===== src/rtl/vga_pkg.sv =====
// rtl/vga_pkg.sv - 640x480@60 raster timing constants and coordinate type
package vga_pkg;
    localparam int COORD_W = 10;
    typedef logic [COORD_W-1:0] coord_t;

    localparam int H_VIS  = 640;
    localparam int H_FP   = 16;
    localparam int H_SYNC = 96;
    localparam int H_BP   = 48;
    localparam int V_VIS  = 480;
    localparam int V_FP   = 10;
    localparam int V_SYNC = 2;
    localparam int V_BP   = 33;

    localparam int H_TOT = H_VIS + H_FP + H_SYNC + H_BP;
    localparam int V_TOT = V_VIS + V_FP + V_SYNC + V_BP;

    localparam int H_SYNC_START = H_VIS + H_FP;
    localparam int H_SYNC_END   = H_SYNC_START + H_SYNC;
    localparam int V_SYNC_START = V_VIS + V_FP;
    localparam int V_SYNC_END   = V_SYNC_START + V_SYNC;

    localparam logic SYNC_ACT = 1'b0;
endpackage


===== src/rtl/vga_timing_gen_if.sv =====
// rtl/vga_timing_gen_if.sv - raster timing outputs toward the display/video consumer
interface vga_timing_gen_if;
    import vga_pkg::*;

    logic   pix_tick;
    logic   hsync;
    logic   vsync;
    logic   video_on;
    logic   frame_tick;
    coord_t px;
    coord_t py;

    modport master (output pix_tick, hsync, vsync, video_on, frame_tick, px, py);
    modport slave  (input  pix_tick, hsync, vsync, video_on, frame_tick, px, py);
endinterface


===== src/rtl/vga_axis_ctr.sv =====
// rtl/vga_axis_ctr.sv - wrapping raster axis counter with enable and carry-out
module vga_axis_ctr
    import vga_pkg::*;
#(
    parameter coord_t LAST = coord_t'(H_TOT - 1)
) (
    input  logic   clk,
    input  logic   clr_n,
    input  logic   en,
    output coord_t count,
    output coord_t count_nxt,
    output logic   carry
);
    always_comb begin
        carry     = en && (count == LAST);
        count_nxt = count;
        if (en) begin
            count_nxt = (count == LAST) ? '0 : count + coord_t'(1);
        end
    end

    always_ff @(posedge clk or negedge clr_n) begin
        if (!clr_n) begin
            count <= '0;
        end else begin
            count <= count_nxt;
        end
    end
endmodule


===== src/rtl/vga_timing_gen.sv =====
// rtl/vga_timing_gen.sv - dclk edge strobe, raster counters, registered sync/video decode
module vga_timing_gen
    import vga_pkg::*;
#(
    parameter int   H_VIS    = vga_pkg::H_VIS,
    parameter int   H_FP     = vga_pkg::H_FP,
    parameter int   H_SYNC   = vga_pkg::H_SYNC,
    parameter int   H_BP     = vga_pkg::H_BP,
    parameter int   V_VIS    = vga_pkg::V_VIS,
    parameter int   V_FP     = vga_pkg::V_FP,
    parameter int   V_SYNC   = vga_pkg::V_SYNC,
    parameter int   V_BP     = vga_pkg::V_BP,
    parameter logic SYNC_ACT = vga_pkg::SYNC_ACT
) (
    input  logic              clk,
    input  logic              clr_n,
    input  logic              dclk,
    vga_timing_gen_if.master  vga
);
    localparam int     H_TOT   = H_VIS + H_FP + H_SYNC + H_BP;
    localparam int     V_TOT   = V_VIS + V_FP + V_SYNC + V_BP;
    localparam coord_t H_LAST  = coord_t'(H_TOT - 1);
    localparam coord_t V_LAST  = coord_t'(V_TOT - 1);
    localparam coord_t H_VIS_C = coord_t'(H_VIS);
    localparam coord_t V_VIS_C = coord_t'(V_VIS);
    localparam coord_t HS0     = coord_t'(H_VIS + H_FP);
    localparam coord_t HS1     = coord_t'(H_VIS + H_FP + H_SYNC);
    localparam coord_t VS0     = coord_t'(V_VIS + V_FP);
    localparam coord_t VS1     = coord_t'(V_VIS + V_FP + V_SYNC);

    logic   dclk_d, pix_tick;
    logic   hsync, vsync, video_on, frame_tick;
    coord_t h_cnt, h_nxt, v_cnt, v_nxt;
    logic   h_carry, v_carry_unused;

    vga_axis_ctr #(.LAST(H_LAST)) u_hctr (
        .clk       (clk),
        .clr_n     (clr_n),
        .en        (pix_tick),
        .count     (h_cnt),
        .count_nxt (h_nxt),
        .carry     (h_carry)
    );

    vga_axis_ctr #(.LAST(V_LAST)) u_vctr (
        .clk       (clk),
        .clr_n     (clr_n),
        .en        (h_carry),
        .count     (v_cnt),
        .count_nxt (v_nxt),
        .carry     (v_carry_unused)
    );

    // Decode from the next counter values so sync/video stay aligned with px/py.
    always_ff @(posedge clk or negedge clr_n) begin
        if (!clr_n) begin
            dclk_d     <= 1'b0;
            pix_tick   <= 1'b0;
            hsync      <= ~SYNC_ACT;
            vsync      <= ~SYNC_ACT;
            video_on   <= 1'b0;
            frame_tick <= 1'b0;
        end else begin
            dclk_d     <= dclk;
            pix_tick   <= dclk & ~dclk_d;
            frame_tick <= h_carry && (v_nxt == V_VIS_C);
            if (pix_tick) begin
                hsync    <= ((h_nxt >= HS0) && (h_nxt < HS1)) ? SYNC_ACT : ~SYNC_ACT;
                vsync    <= ((v_nxt >= VS0) && (v_nxt < VS1)) ? SYNC_ACT : ~SYNC_ACT;
                video_on <= (h_nxt < H_VIS_C) && (v_nxt < V_VIS_C);
            end
        end
    end

    assign vga.pix_tick   = pix_tick;
    assign vga.hsync      = hsync;
    assign vga.vsync      = vsync;
    assign vga.video_on   = video_on;
    assign vga.frame_tick = frame_tick;
    assign vga.px         = h_cnt;
    assign vga.py         = v_cnt;
endmodule


===== src/flat_wrapper.sv =====
// flat-port wrapper written by rule: the top's interface ports become plain ports
module vga_timing_gen_flat import vga_pkg::*;
#(
    parameter int   H_VIS    = vga_pkg::H_VIS,
    parameter int   H_FP     = vga_pkg::H_FP,
    parameter int   H_SYNC   = vga_pkg::H_SYNC,
    parameter int   H_BP     = vga_pkg::H_BP,
    parameter int   V_VIS    = vga_pkg::V_VIS,
    parameter int   V_FP     = vga_pkg::V_FP,
    parameter int   V_SYNC   = vga_pkg::V_SYNC,
    parameter int   V_BP     = vga_pkg::V_BP,
    parameter logic SYNC_ACT = vga_pkg::SYNC_ACT
)
  (clk, clr_n, dclk, vga_pix_tick, vga_hsync, vga_vsync, vga_video_on, vga_frame_tick, vga_px, vga_py);
  vga_timing_gen_if vga_i ();
  input  logic clk;
  input  logic clr_n;
  input  logic dclk;
  output wire logic [$bits(vga_i.pix_tick)-1:0] vga_pix_tick;
  output wire logic [$bits(vga_i.hsync)-1:0] vga_hsync;
  output wire logic [$bits(vga_i.vsync)-1:0] vga_vsync;
  output wire logic [$bits(vga_i.video_on)-1:0] vga_video_on;
  output wire logic [$bits(vga_i.frame_tick)-1:0] vga_frame_tick;
  output wire logic [$bits(vga_i.px)-1:0] vga_px;
  output wire logic [$bits(vga_i.py)-1:0] vga_py;
  assign vga_pix_tick = vga_i.pix_tick;
  assign vga_hsync = vga_i.hsync;
  assign vga_vsync = vga_i.vsync;
  assign vga_video_on = vga_i.video_on;
  assign vga_frame_tick = vga_i.frame_tick;
  assign vga_px = vga_i.px;
  assign vga_py = vga_i.py;
  vga_timing_gen #(.H_VIS(H_VIS), .H_FP(H_FP), .H_SYNC(H_SYNC), .H_BP(H_BP), .V_VIS(V_VIS), .V_FP(V_FP), .V_SYNC(V_SYNC), .V_BP(V_BP), .SYNC_ACT(SYNC_ACT)) u_core (.clk(clk), .clr_n(clr_n), .dclk(dclk), .vga(vga_i));
endmodule

===== config.mk =====
export PLATFORM = sky130hd
export DESIGN_NAME = vga_timing_gen_flat
export DESIGN_NICKNAME = d
export VERILOG_FILES = /design/src/rtl/vga_pkg.sv /design/src/rtl/vga_timing_gen_if.sv /design/src/rtl/vga_axis_ctr.sv /design/src/rtl/vga_timing_gen.sv /design/src/flat_wrapper.sv
export SDC_FILE = /design/constraint.sdc
export NUM_CORES = 1
export LEC_CHECK = 0
export CAP_MARGIN = 10
export CORE_ASPECT_RATIO = 0.7
export CORE_MARGIN = 1
export CORE_UTILIZATION = 40
export DETAILED_ROUTE_END_ITERATION = 7
export PLACE_DENSITY = 0.61
export SKIP_CTS_REPAIR_TIMING = 1
export SLEW_MARGIN = 40
export SYNTH_ARGS = -nofsm -noshare
export SYNTH_HDL_FRONTEND = slang
export SYNTH_SLANG_ARGS = --single-unit

===== constraint.sdc =====
create_clock -name clk -period 2.83 [get_ports clk]
set_input_delay 0.566 -clock clk [delete_from_list [all_inputs] [get_ports clk]]
set_output_delay 0.566 -clock clk [all_outputs]
set_load 0.005 [all_outputs]

==> flow_summary.ini <==
[final_layout]
insertedDiodeCount = 0
area_growth_pct = 25.7
drive_above_1_share_pct = 7.61
multi_input_comb_area_um2 = 748
fillers = 337
final_cell_mix = clkdlybuf4s50_1 (27), dfrtp_1 (24), nand2_1 (16), o21ai_0 (12), nor2_1 (11)
final_nets = 191
utilization_pct = 52.5
final-seq-area_um2 = 653
final_common_cell = clkdlybuf4s50_1

[synth]
netlist_instances = 160
yosys_warnings = 0
ys_seq_area_share_pct = 44.2
ys_types = 44
synth_area_um2 = 1480
ys_seq_elements = 26
synthArstFlopShare_pct = 100
synth_fp_nets = 166
synth_area_per_cell_um2 = 9.24
synth_flop_cell = dfrtp_1
synth_edf_count = 0

[floorplan]
core_um2 = 3540
io_pins = 28
initial_core_util_pct = 41.8
fp.dieH_um = 52.9
dieWidth_um = 74.6
num_rows = 18
dieArea_um2 = 3940

[routing]
vias = 1290
drt-initial-drc-count = 80
wirelength_mm = 3.53
routed_via_density = 5.51
wire_per_inst_um = 15.1
dr.pass1.iters = 4
ant_nets = 0
drc = 0

[clock_tree]
clkTransAtPathRegs_ns = 0.10
cts_sinks = 26
cts_buffers = 3
clock_path_buffers = 2
root_buffer = clkbuf_8
h-tree-depth = 1
clkLatencyLatePin_ns = 0.27
cts_tree = yes

[critical_path]
path_max_fanout = 11
required_ns = 3.04
startpoint = u_core.u_hctr.count[9]$_DFF_PN0_
cp-end-kind = flip-flop
r2r_cells = 6
r2r_end = u_core.vga.vsync$_DFFE_PN1P_
worstSetupStartpointType = flip-flop
critPathBufInv = 0
cp.depth = 6
worstPathArrival_ns = 2.78
endpoint = u_core.vga.vsync$_DFFE_PN1P_
r2r_slack_ns = 0.26
critPathTopFamily = simple AND/OR/NAND/NOR gates
critPathKind = reg2reg
r2r-start = u_core.u_hctr.count[9]$_DFF_PN0_
timing.critical_path.cells = or3b_1 > or3_4 > nor4_4 > o2111ai_1 > a31o_1 > o41a_1
cpPeakStageDelay_ns = 0.49
cp_slowest_cell = or3_4

[global_route]
grt_pass1_vias = 1217
grt_max_degree = 27
grt_pass1_wl_mm = 6.07
antenna_found_initial = 0
grt.overflow.total = 0
track_usage_pct = 21.0

[placement]
hpwl_mm = 2.61
routabilityCongestion = 0.825
portBuffers = 27

[sta]
tns_ns = 0
fin_crit_sh_pct = 90.9
post-route-min-period_ns = 2.57
rsz0062_at_grt = no
slew_violations = 0
maxSlewHeadroom_pct = 72.8
skew_ns = 0.00726
fmax_ghz = 0.389
finalSetupViolations = 0
worst_slew_pin_slew_ns = 0.404
hold_viol_final = 0

[min_path]
hp-class = reg2reg

[power]
powerDensity_nw_per_um2 = 484
cellLeakagePower_nw = 0.717
ir_worst_vdd_mv = 0.364

[outcome]
run_status = finished, final reports clean

[run]
drv_cap = 0
==> cell families (layout without fill, tap and decap cells) <==
kind of cell	count (synthesis)	count (layout)	share of synthesized area, %
simple gates	75	75	28.8
compound gates	28	28	13.2
flops	26	26	44.2
buf+inv	18	42	5.16
xor+xnor	9	9	5.33
fa+ha+maj	3	3	2.54
mux	1	1	0.762
==> cell type report <==
class                           instances  share of cell area (%)
Clock buffer                            3                    2.22
Multi-Input combinational cell        116                    40.3
Timing Repair Buffer                   30                    15.8
Clock inverter                          1                    1.62
Sequential cell                        26                    35.2
Tap cell                               50                    3.37
Inverter                                8                    1.62
==> synthesized netlist by cell type, types with 3 or more instances <==
| cell | n | area [µm²] |
|---|---|---|
| inv_1 | 8 | 30.0 |
| and2_1 | 3 | 18.8 |
| nor2b_1 | 3 | 18.8 |
| nand3_1 | 8 | 40.0 |
| o21ai_0 | 12 | 60.1 |
| nor4_1 | 3 | 18.8 |
| dfrtp_1 | 24 | 601 |
| xor2_1 | 5 | 43.8 |
| nand4_1 | 10 | 62.6 |
| and4_1 | 3 | 26.3 |
| nand2_1 | 16 | 60.1 |
| clkbuf_1 | 7 | 26.3 |
| nor2_1 | 11 | 41.3 |
| ha_1 | 3 | 37.5 |
| xnor2_1 | 4 | 35.0 |
| nor3_1 | 5 | 25.0 |
==> worst min-delay path by stage <==
| stage | start | endpoint | slack (ns) | cells after the start |
|---|---|---|---|---|
| 2_1_floorplan | clr_n | u_core.dclk_d$_DFF_PN0_ | 0.27 | 0 |
| 3_3_place_gp | u_core.dclk_d$_DFF_PN0_ | u_core.vga.pix_tick$_DFF_PN0_ | 0.39 | 1 |
| 3_5_place_dp | u_core.dclk_d$_DFF_PN0_ | u_core.vga.pix_tick$_DFF_PN0_ | 0.40 | 1 |
| 4_1_cts | u_core.dclk_d$_DFF_PN0_ | u_core.vga.pix_tick$_DFF_PN0_ | 0.42 | 1 |
| 5_1_grt | u_core.dclk_d$_DFF_PN0_ | u_core.vga.pix_tick$_DFF_PN0_ | 0.44 | 1 |
| 6_report | u_core.dclk_d$_DFF_PN0_ | u_core.vga.pix_tick$_DFF_PN0_ | 0.41 | 1 |
==> registers in the layout (all words and copies together), names as in the netlist <==
signal,flops
u_core.vga.video_on,1
u_core.vga.hsync,1
u_core.vga.vsync,1
u_core.vga.pix_tick,1
u_core.u_hctr.count,10
u_core.u_vctr.count,10
u_core.dclk_d,1
u_core.vga.frame_tick,1
==> per-stage QoR <==
| stage | area [µm²] | power, W | instances | setup slack [ns] | hold slack (ns) |
|---|---|---|---|---|---|
| global placement | 1790 | 0.000590 | 230 | 0.362 | 0.389 |
| global route | 1860 | 0.000947 | 234 | 0.149 | 0.438 |
| finish | 1860 | 0.000899 | 234 | 0.257 | 0.409 |
| floorplan | 1480 | 0.000505 | 160 | 0.382 | 0.270 |
| CTS | 1860 | 0.000909 | 234 | 0.271 | 0.417 |
| detailed placement | 1790 | 0.000593 | 230 | 0.278 | 0.397 |
==> power breakdown <==
part	internal [W]	switching, W
clock	0.000189	0.000123
combinational	0.0000767	0.0000543
sequential	0.000401	0.0000541
total	0.000667	0.000232
==> layer usage <==
metal / wire [µm] / part of all wire, % / GRT usage (%)
met1: 1820 / 51 / 31.5
met2: 1530 / 43 / 30.5
met3: 166 / 4.7 / 5.33
met4: 20 / 0.57 / 3.46
met5: 0 / 0 / 0
(Power assumes the default switching activity.)
